===== src/rtl/cpu_pkg.sv =====
// cpu_pkg: shared fetch-stage types, opcodes and instruction field positions
package cpu_pkg;
  typedef enum logic [1:0] {IDLE, FETCH, EXEC} state_t;
  localparam logic [5:0] OP_RTYPE = 6'b000000;
  localparam logic [5:0] OP_LW    = 6'b100011;
  localparam logic [5:0] OP_SW    = 6'b101011;
  localparam logic [5:0] OP_BEQ   = 6'b000100;
  localparam logic [5:0] OP_J     = 6'b000010;
  localparam int OPC_HI = 31;
  localparam int OPC_LO = 26;
  localparam int IMM_HI = 15;
  localparam int IMM_LO = 0;
  localparam int TGT_HI = 25;
  localparam int TGT_LO = 0;
endpackage


===== src/rtl/next_pc_logic.sv =====
// next_pc_logic: selects jump target, taken-branch target or sequential pc
module next_pc_logic
  import cpu_pkg::*;
#(
  parameter int unsigned ADDR_W = 32
) (
  input  logic [ADDR_W-1:0] pc_plus4,
  input  logic [31:0]       instr,
  input  logic              Branch,
  input  logic              Jump,
  input  logic              zero,
  output logic [ADDR_W-1:0] next_pc
);
  logic [ADDR_W-1:0] sext_imm;
  logic unused_opcode;
  assign unused_opcode = ^instr[OPC_HI:OPC_LO];
  assign sext_imm = {{(ADDR_W-16){instr[IMM_HI]}}, instr[IMM_HI:IMM_LO]};
  assign next_pc = Jump ? {pc_plus4[ADDR_W-1:28], instr[TGT_HI:TGT_LO], 2'b00}
                 : (Branch && zero) ? pc_plus4 + (sext_imm << 2)
                 : pc_plus4;
endmodule


===== src/rtl/instr_fetch_unit.sv =====
// instr_fetch_unit: PC register and req/ack instruction fetch FSM feeding decode
module instr_fetch_unit
  import cpu_pkg::*;
#(
  parameter int unsigned       ADDR_W   = 32,
  parameter logic [ADDR_W-1:0] RESET_PC = '0
) (
  input  logic              clk,
  input  logic              rst,
  output logic              imem_req,
  output logic [ADDR_W-1:0] imem_addr,
  input  logic              imem_ack,
  input  logic [31:0]       imem_rdata,
  output logic              instr_valid,
  output logic [31:0]       instr,
  output logic [5:0]        opcode_instr,
  input  logic              instr_done,
  input  logic              Branch,
  input  logic              Jump,
  input  logic              zero,
  output logic [ADDR_W-1:0] pc,
  output logic [ADDR_W-1:0] pc_plus4,
  output logic [31:0]       retired_count
);
  state_t state_q, state_d;
  logic [ADDR_W-1:0] pc_q, pc_d, next_pc;
  logic [31:0] instr_q, instr_d, retired_count_q, retired_count_d;
  logic retire;
  assign retire = state_q == EXEC && instr_done;
  assign pc_plus4 = pc_q + ADDR_W'(4);
  next_pc_logic #(.ADDR_W(ADDR_W)) u_next_pc (
    .pc_plus4(pc_plus4),
    .instr(instr_q),
    .Branch(Branch),
    .Jump(Jump),
    .zero(zero),
    .next_pc(next_pc)
  );
  always_comb begin
    state_d = state_q == IDLE ? FETCH : state_q == FETCH ? (imem_ack ? EXEC : FETCH) : (instr_done ? FETCH : EXEC);
    pc_d = retire ? next_pc : pc_q;
    instr_d = (state_q == FETCH && imem_ack) ? imem_rdata : instr_q;
    retired_count_d = retire ? retired_count_q + 32'd1 : retired_count_q;
  end
  always_ff @(posedge clk) begin
    if (rst) begin
      state_q <= IDLE;
      pc_q <= RESET_PC;
      instr_q <= '0;
      retired_count_q <= '0;
    end else begin
      state_q <= state_d;
      pc_q <= pc_d;
      instr_q <= instr_d;
      retired_count_q <= retired_count_d;
    end
  end
  assign imem_req = state_q == FETCH;
  assign instr_valid = state_q == EXEC;
  assign imem_addr = pc_q;
  assign pc = pc_q;
  assign instr = instr_q;
  assign opcode_instr = instr_q[OPC_HI:OPC_LO];
  assign retired_count = retired_count_q;
endmodule

===== config.mk =====
export PLATFORM = sky130hd
export DESIGN_NAME = instr_fetch_unit
export DESIGN_NICKNAME = d
export VERILOG_FILES = /design/src/rtl/cpu_pkg.sv /design/src/rtl/next_pc_logic.sv /design/src/rtl/instr_fetch_unit.sv
export SDC_FILE = /design/constraint.sdc
export NUM_CORES = 1
export LEC_CHECK = 0
export ABC_AREA = 1
export CAP_MARGIN = 20
export CORE_MARGIN = 5
export CORE_UTILIZATION = 55
export CTS_CLUSTER_DIAMETER = 100
export DETAILED_ROUTE_END_ITERATION = 10
export DONT_BUFFER_PORTS = 1
export PLACE_DENSITY_LB_ADDON = 0.15
export REMOVE_ABC_BUFFERS = 1
export SYNTH_ARGS = -nofsm -noshare
export SYNTH_HDL_FRONTEND = slang
export SYNTH_SLANG_ARGS = --single-unit

===== constraint.sdc =====
create_clock -name clk -period 3.4 [get_ports clk]
set_input_delay 0.68 -clock clk [delete_from_list [all_inputs] [get_ports clk]]
set_output_delay 0.68 -clock clk [all_outputs]
set_load 0.1 [all_outputs]

After elaboration in Yosys (flattened, before gate mapping)
Index checks and enable logic that the tools add are counted.
{"block": "totals", "register_bits": 98, "latch_bits": 0, "mem_bits_rw": 0, "rom_bits": 0, "output_inout_bits": 168, "n_memories": 0}
{"block": "classes", "add_sub_neg": 3, "mul": 0, "div": 0, "magnitude_cmp": 0, "n_eq_ne": 2, "shift": 0, "muxes": 6, "n_bitwise": 0, "n_reduce_logical": 5}
{"cell": "$mux 32", "n": 2}
{"cell": "$add 32x1->32 const B", "n": 1}
{"cell": "$add 32x3->32 const B", "n": 1}
{"cell": "$add 32x32->32", "n": 1}
{"cell": "$mux 2", "n": 3}
{"cell": "$logic_and 1x1->1", "n": 3}
{"cell": "$eq 2x1->1 const B", "n": 1}
{"cell": "$eq 2x2->1 const B", "n": 1}
{"cell": "$logic_not 2->1", "n": 1}
{"cell": "$reduce_or 2->1", "n": 1}
{"cell": "$mux 1", "n": 1}

Longest topological paths before layout
Gate-level depths: netlist of run 1.
{"block": "depth", "word_depth": 4, "mapped_depth": 23, "depth_no_buf": 23}

By module
From an unflattened synthesis of run 1, not the netlist that was laid out.
{"block": "unflattened", "cells_unflattened": 1366, "area_unflattened_um2": 8085.3}
{"mod": "instr_fetch_unit", "n_inst": 1, "cells_each": 746, "area_per_inst_um2": 5109.9}
{"mod": "next_pc_logic", "n_inst": 1, "cells_each": 620, "area_per_inst_um2": 2975.4}

Least setup slack after synthesis of run 1
OpenSTA, ideal clock, no wires.
{"block": "synth_timing", "kind": "register to register", "start": "register pc_q[2] (netlist: imem_addr[2])", "end": "register pc_q[11] (netlist: imem_addr[11])", "setup_time_ns": 0.070, "arrival_time_ns": 5.117, "t_required_ns": 3.330, "setup_slack_ns": -1.787, "path_stages_with_launch": 16, "cell_sequence": "dfxtp_1 ha_1 nand2_1 nor2_4 nand3_1 xnor2_1 ha_1 nand2_1 nand2_1 nand2_1 nand2_1 nand3b_1 or2_2 nand2_1 o211ai_1 a21oi_1"}
{"block": "synth_via", "elab_chain_len": 4}
{"element": "start, declared", "line": "instr_fetch_unit.sv:26", "source": "logic [ADDR_W-1:0] pc_q, pc_d, next_pc;"}
{"element": "start signal, assigned", "line": "instr_fetch_unit.sv:53", "source": "pc_q <= pc_d;"}
{"element": "$add 32x3->32", "line": "instr_fetch_unit.sv:30", "source": "assign pc_plus4 = pc_q + ADDR_W'(4);"}
{"element": "via pc_plus4[8]", "line": "instr_fetch_unit.sv:22", "source": "output logic [ADDR_W-1:0] pc_plus4,"}
{"element": "$add 32x32->32", "line": "next_pc_logic.sv:19", "source": ": (Branch && zero) ? pc_plus4 + (sext_imm << 2)"}
{"element": "$mux 32", "line": "next_pc_logic.sv:19"}
{"element": "$mux 32", "line": "next_pc_logic.sv:18", "source": "assign next_pc = Jump ? {pc_plus4[ADDR_W-1:28], instr[TGT_HI:TGT_LO], 2'b00}"}
The timed path passes the listed nets, and every way through them passes these cells.
A chain may end at the register's enable or synchronous reset.

Worst setup path in the final report of run 1
{"block": "layout_timing", "start": "register pc_q[2] (netlist: imem_addr[2])", "end": "register pc_q[22] (netlist: imem_addr[22])"}
{"block": "layout_via", "elab_chain_len": 4}
{"element": "$add 32x3->32 (*)", "line": "instr_fetch_unit.sv:30"}
{"element": "$add 32x32->32", "line": "next_pc_logic.sv:19"}
{"element": "$mux 32 (*)", "line": "next_pc_logic.sv:19"}
{"element": "$mux 32 (*)", "line": "next_pc_logic.sv:18"}
Mark *: on every way between the ends. The rest lies on a longest branch, timed or not.

==> results of run 1 <==
==> what timing repair did <==
action / CTS / global route
setup endpoints to repair: 0 / 9
gates resized for setup: 0 / 5
buffers inserted: 0 / 2
==> logic make-up (layout without fill, tap and decap cells) <==
kind of cell / after synthesis / after routing / share of synthesized area [%]
DFF: 96 / 96 / 24.6
AOI/OAI and AO/OA: 202 / 202 / 13.8
xor gates and xnor gates: 31 / 31 / 3.48
and+or+nand+nor: 674 / 674 / 37.5
adders and majority gates: 38 / 38 / 6.18
other: 1 / 6 / 0.0480
buffers and inverters: 257 / 321 / 14.4
==> flip-flops by register name, summed over array words and instances, names as in the netlist <==
signal / flops
instr: 32
retired_count: 32
imem_addr: 30
state_q: 2
==> report_power, final <==
part           internal [mW]  switching [mW]  total, mW
clock                  0.605           0.498       1.10
combinational          0.122           0.500      0.622
sequential              1.16           0.122       1.28
==> placed cells by master, fill, tap and decap left out, types with 7 or more instances in the layout <==
master	synthesis	routed
nor2_1	115	110
buf_4	42	121
o21ai_0	49	49
xor2_1	20	16
nor3_1	16	16
xnor2_1	11	9
a21oi_1	123	122
dfxtp_2	0	37
nand2_1	378	378
nand4_1	21	21
nand3_1	104	103
inv_1	179	179
clkbuf_16	0	9
dfxtp_1	96	59
nor2_2	4	8
ha_1	37	37
o21bai_1	7	7
==> critical path, stage by stage, from the launching register on <==
cell     delay (ns)
dfxtp_2        0.40
ha_1           0.18
nand2_1        0.09
nor2_4         0.18
buf_4          0.15
inv_1          0.04
nor2_2         0.23
xnor2_1        0.16
inv_1          0.08
ha_1           0.36
nand2_1        0.09
inv_1          0.09
nand2_1        0.09
nor2_1         0.27
nand3_1        0.17
nand4_1        0.13
nand3_1        0.08
nand2_1        0.13
nand2_1        0.07
a21oi_1        0.11
==> final cells by class <==
cell class              instances  area share (%)
flip-flops and latches         96            21.9
multi-input cells             951            54.1
clock buffers                  10            2.66
well taps                     180            2.51
repair buffers                122            10.3
clock inverters                 6           0.836
inverters                     183            7.65
==> stage by stage <==
stage / utilization, % / instance area [µm²] / setup TNS (ns) / power (mW)
6_report: 64.7 / 8980 / 0 / 3.00
5_1_grt: 64.7 / 8980 / 0 / 3.10
4_1_cts: 64.4 / 8940 / 0 / 3.01
3_5_place_dp: 62.2 / 8630 / 0 / 1.92
3_3_place_gp: 62.2 / 8630 / 0 / 1.91
2_1_floorplan: - / 7390 / -117.86 / 1.78
==> per-layer routing <==
layer / GRT usage, % / routed length [µm]
met5: 0 / 0
met4: 9.70 / 677
met3: 7.21 / 2670
met2: 53.0 / 12500
met1: 43.1 / 11500
==> path summary, 6_finish.rpt <==
check / from / endpoint / slack (ns) / depth (start not counted)
min reg2reg: imem_addr[19]$_SDFFE_PP0P_ / imem_addr[19]$_SDFFE_PP0P_ / 0.50 / 2
max: imem_addr[2]$_SDFFE_PP0P_ / imem_addr[22]$_SDFFE_PP0P_ / 0.24 / 19
max reg2reg: imem_addr[2]$_SDFFE_PP0P_ / imem_addr[22]$_SDFFE_PP0P_ / 0.24 / 19
min: rst / imem_addr[11]$_SDFFE_PP0P_ / 0.38 / 1
==> run_results.csv, run 1 <==
group,metric,value,unit
cells_and_area,drive_above_1_share,16.2,%
clocking,holdBufCountCts,0,
detailed_routing,drt_iter0_markers,811,
floorplan,rows,43,
clocking,cts_buffers,9,
timing,post-route-min-period,3.16,ns
clocking,clock-sinks,96,
cells_and_area,final_nets,1440,
place,place.gp.congestion,0.987,
worst_hold_path,hold_class,"in -> reg",
clocking,cts-root-buf,"clkbuf_16",
floorplan,fp.dieH,129,µm
flow_run,drv_cap,0,
yosys,syn_inst,1299,
floorplan,core_area,13900,µm²
yosys,ys_async_sr_fraction,0,%
timing,hold_viol_final,0,
cells_and_area,fillers,1395,
place,preCtsSetupSlack,0.212,ns
cells_and_area,syn2layout_area_growth,14.9,%
detailed_routing,viasPerCell,5.57,
timing,fmax,316,MHz
timing,fin_skew,0.0150,ns
timing,tightest_slew,1.10,ns
yosys,synth_warnings,0,
timing,min_period_over_period,92.9,%
yosys,synth_seq_area_share,24.6,%
place,dp_cells,1530,
timing,setup_violations,0,
yosys,synth_edf_count,0,
grt,grt_overflow,0,
power,leakage,4.32,nW
grt,grt_max_degree,67,
timing,slew_headroom,26.8,%
timing,holdWs,0.385,ns
detailed_routing,drc,0,
power,cellPowerDensity,334,nW/µm²
yosys,synth.area.top_cells,"dfxtp_1, nand2_1, inv_1",
grt,grt_pass1_wl,42300,µm
critical_path,endpoint_kind,"flip-flop",
power,vdd_drop_max,293,µV
floorplan,die-area,16700,µm²
grt,grt.total_usage,32.5,%
yosys,ys_seq_elements,96,
clocking,clk_latency,0.36,ns
detailed_routing,vias,8623,
clocking,tritoncts,"built",
timing,rsz0062_at_grt,"no",
yosys,yosys.area.top_type,"dfxtp_1",
cells_and_area,final_cells,1548,
floorplan,io_pins,207,
critical_path,critPathRequiredTime,3.68,ns
yosys,yosysMostFrequentCell,"nand2_1",
grt,antenna_found_initial,0,
yosys,synth_area_per_cell,6.01,µm²
yosys,synthTopCellsByCount,"nand2_1, inv_1, a21oi_1",
cells_and_area,regArea,1970,µm²
floorplan,die_width,129,µm
timing,drv_slew,0,
cells_and_area,multi_input_area,4850,µm²
yosys,synthDistinctLibCells,45,
yosys,synth_top_area_share,24.6,%
detailed_routing,dr.pass1.iters,8,
cells_and_area,diodes,0,
clocking,clkTransAtPathRegs,0.08,ns
critical_path,worst_ep_arrival_time,3.44,ns
critical_path,cp_max_fo,6,
detailed_routing,ant_nets,0,
critical_path,path_class,"reg -> reg",
detailed_routing,wl_per_cell,17.7,µm
place,port_buffers,0,
clocking,cts_max_level,3,
yosys,synth-main-ff-cell,"dfxtp_1",
critical_path,cp-start-kind,"flip-flop",
run_status,outcome,"finished clean",
floorplan,initial_core_util,56.3,%
clocking,ctsLongestPathBuffers,2,
detailed_routing,wl,27400,µm
place,dp_hpwl,21600,µm
yosys,syn_area,7810,µm²
timing,layout_setup_ws,0.240,ns
grt,grt_pass1_vias,7937,
Power figures use the tool's default switching activity.
==> run 2: changes to the inputs <==
--- a/config.mk
+++ b/config.mk
@@ -6,10 +6,9 @@
 export NUM_CORES = 1
 export LEC_CHECK = 0
 export ABC_AREA = 1
-export CAP_MARGIN = 20
 export CORE_MARGIN = 5
 export CORE_UTILIZATION = 55
-export CTS_CLUSTER_DIAMETER = 100
+export CTS_CLUSTER_DIAMETER = 30
 export DETAILED_ROUTE_END_ITERATION = 10
 export DONT_BUFFER_PORTS = 1
 export PLACE_DENSITY_LB_ADDON = 0.15
==> results of run 2 <==
The final DEF is identical to that of run 1; final timing and power are the same.
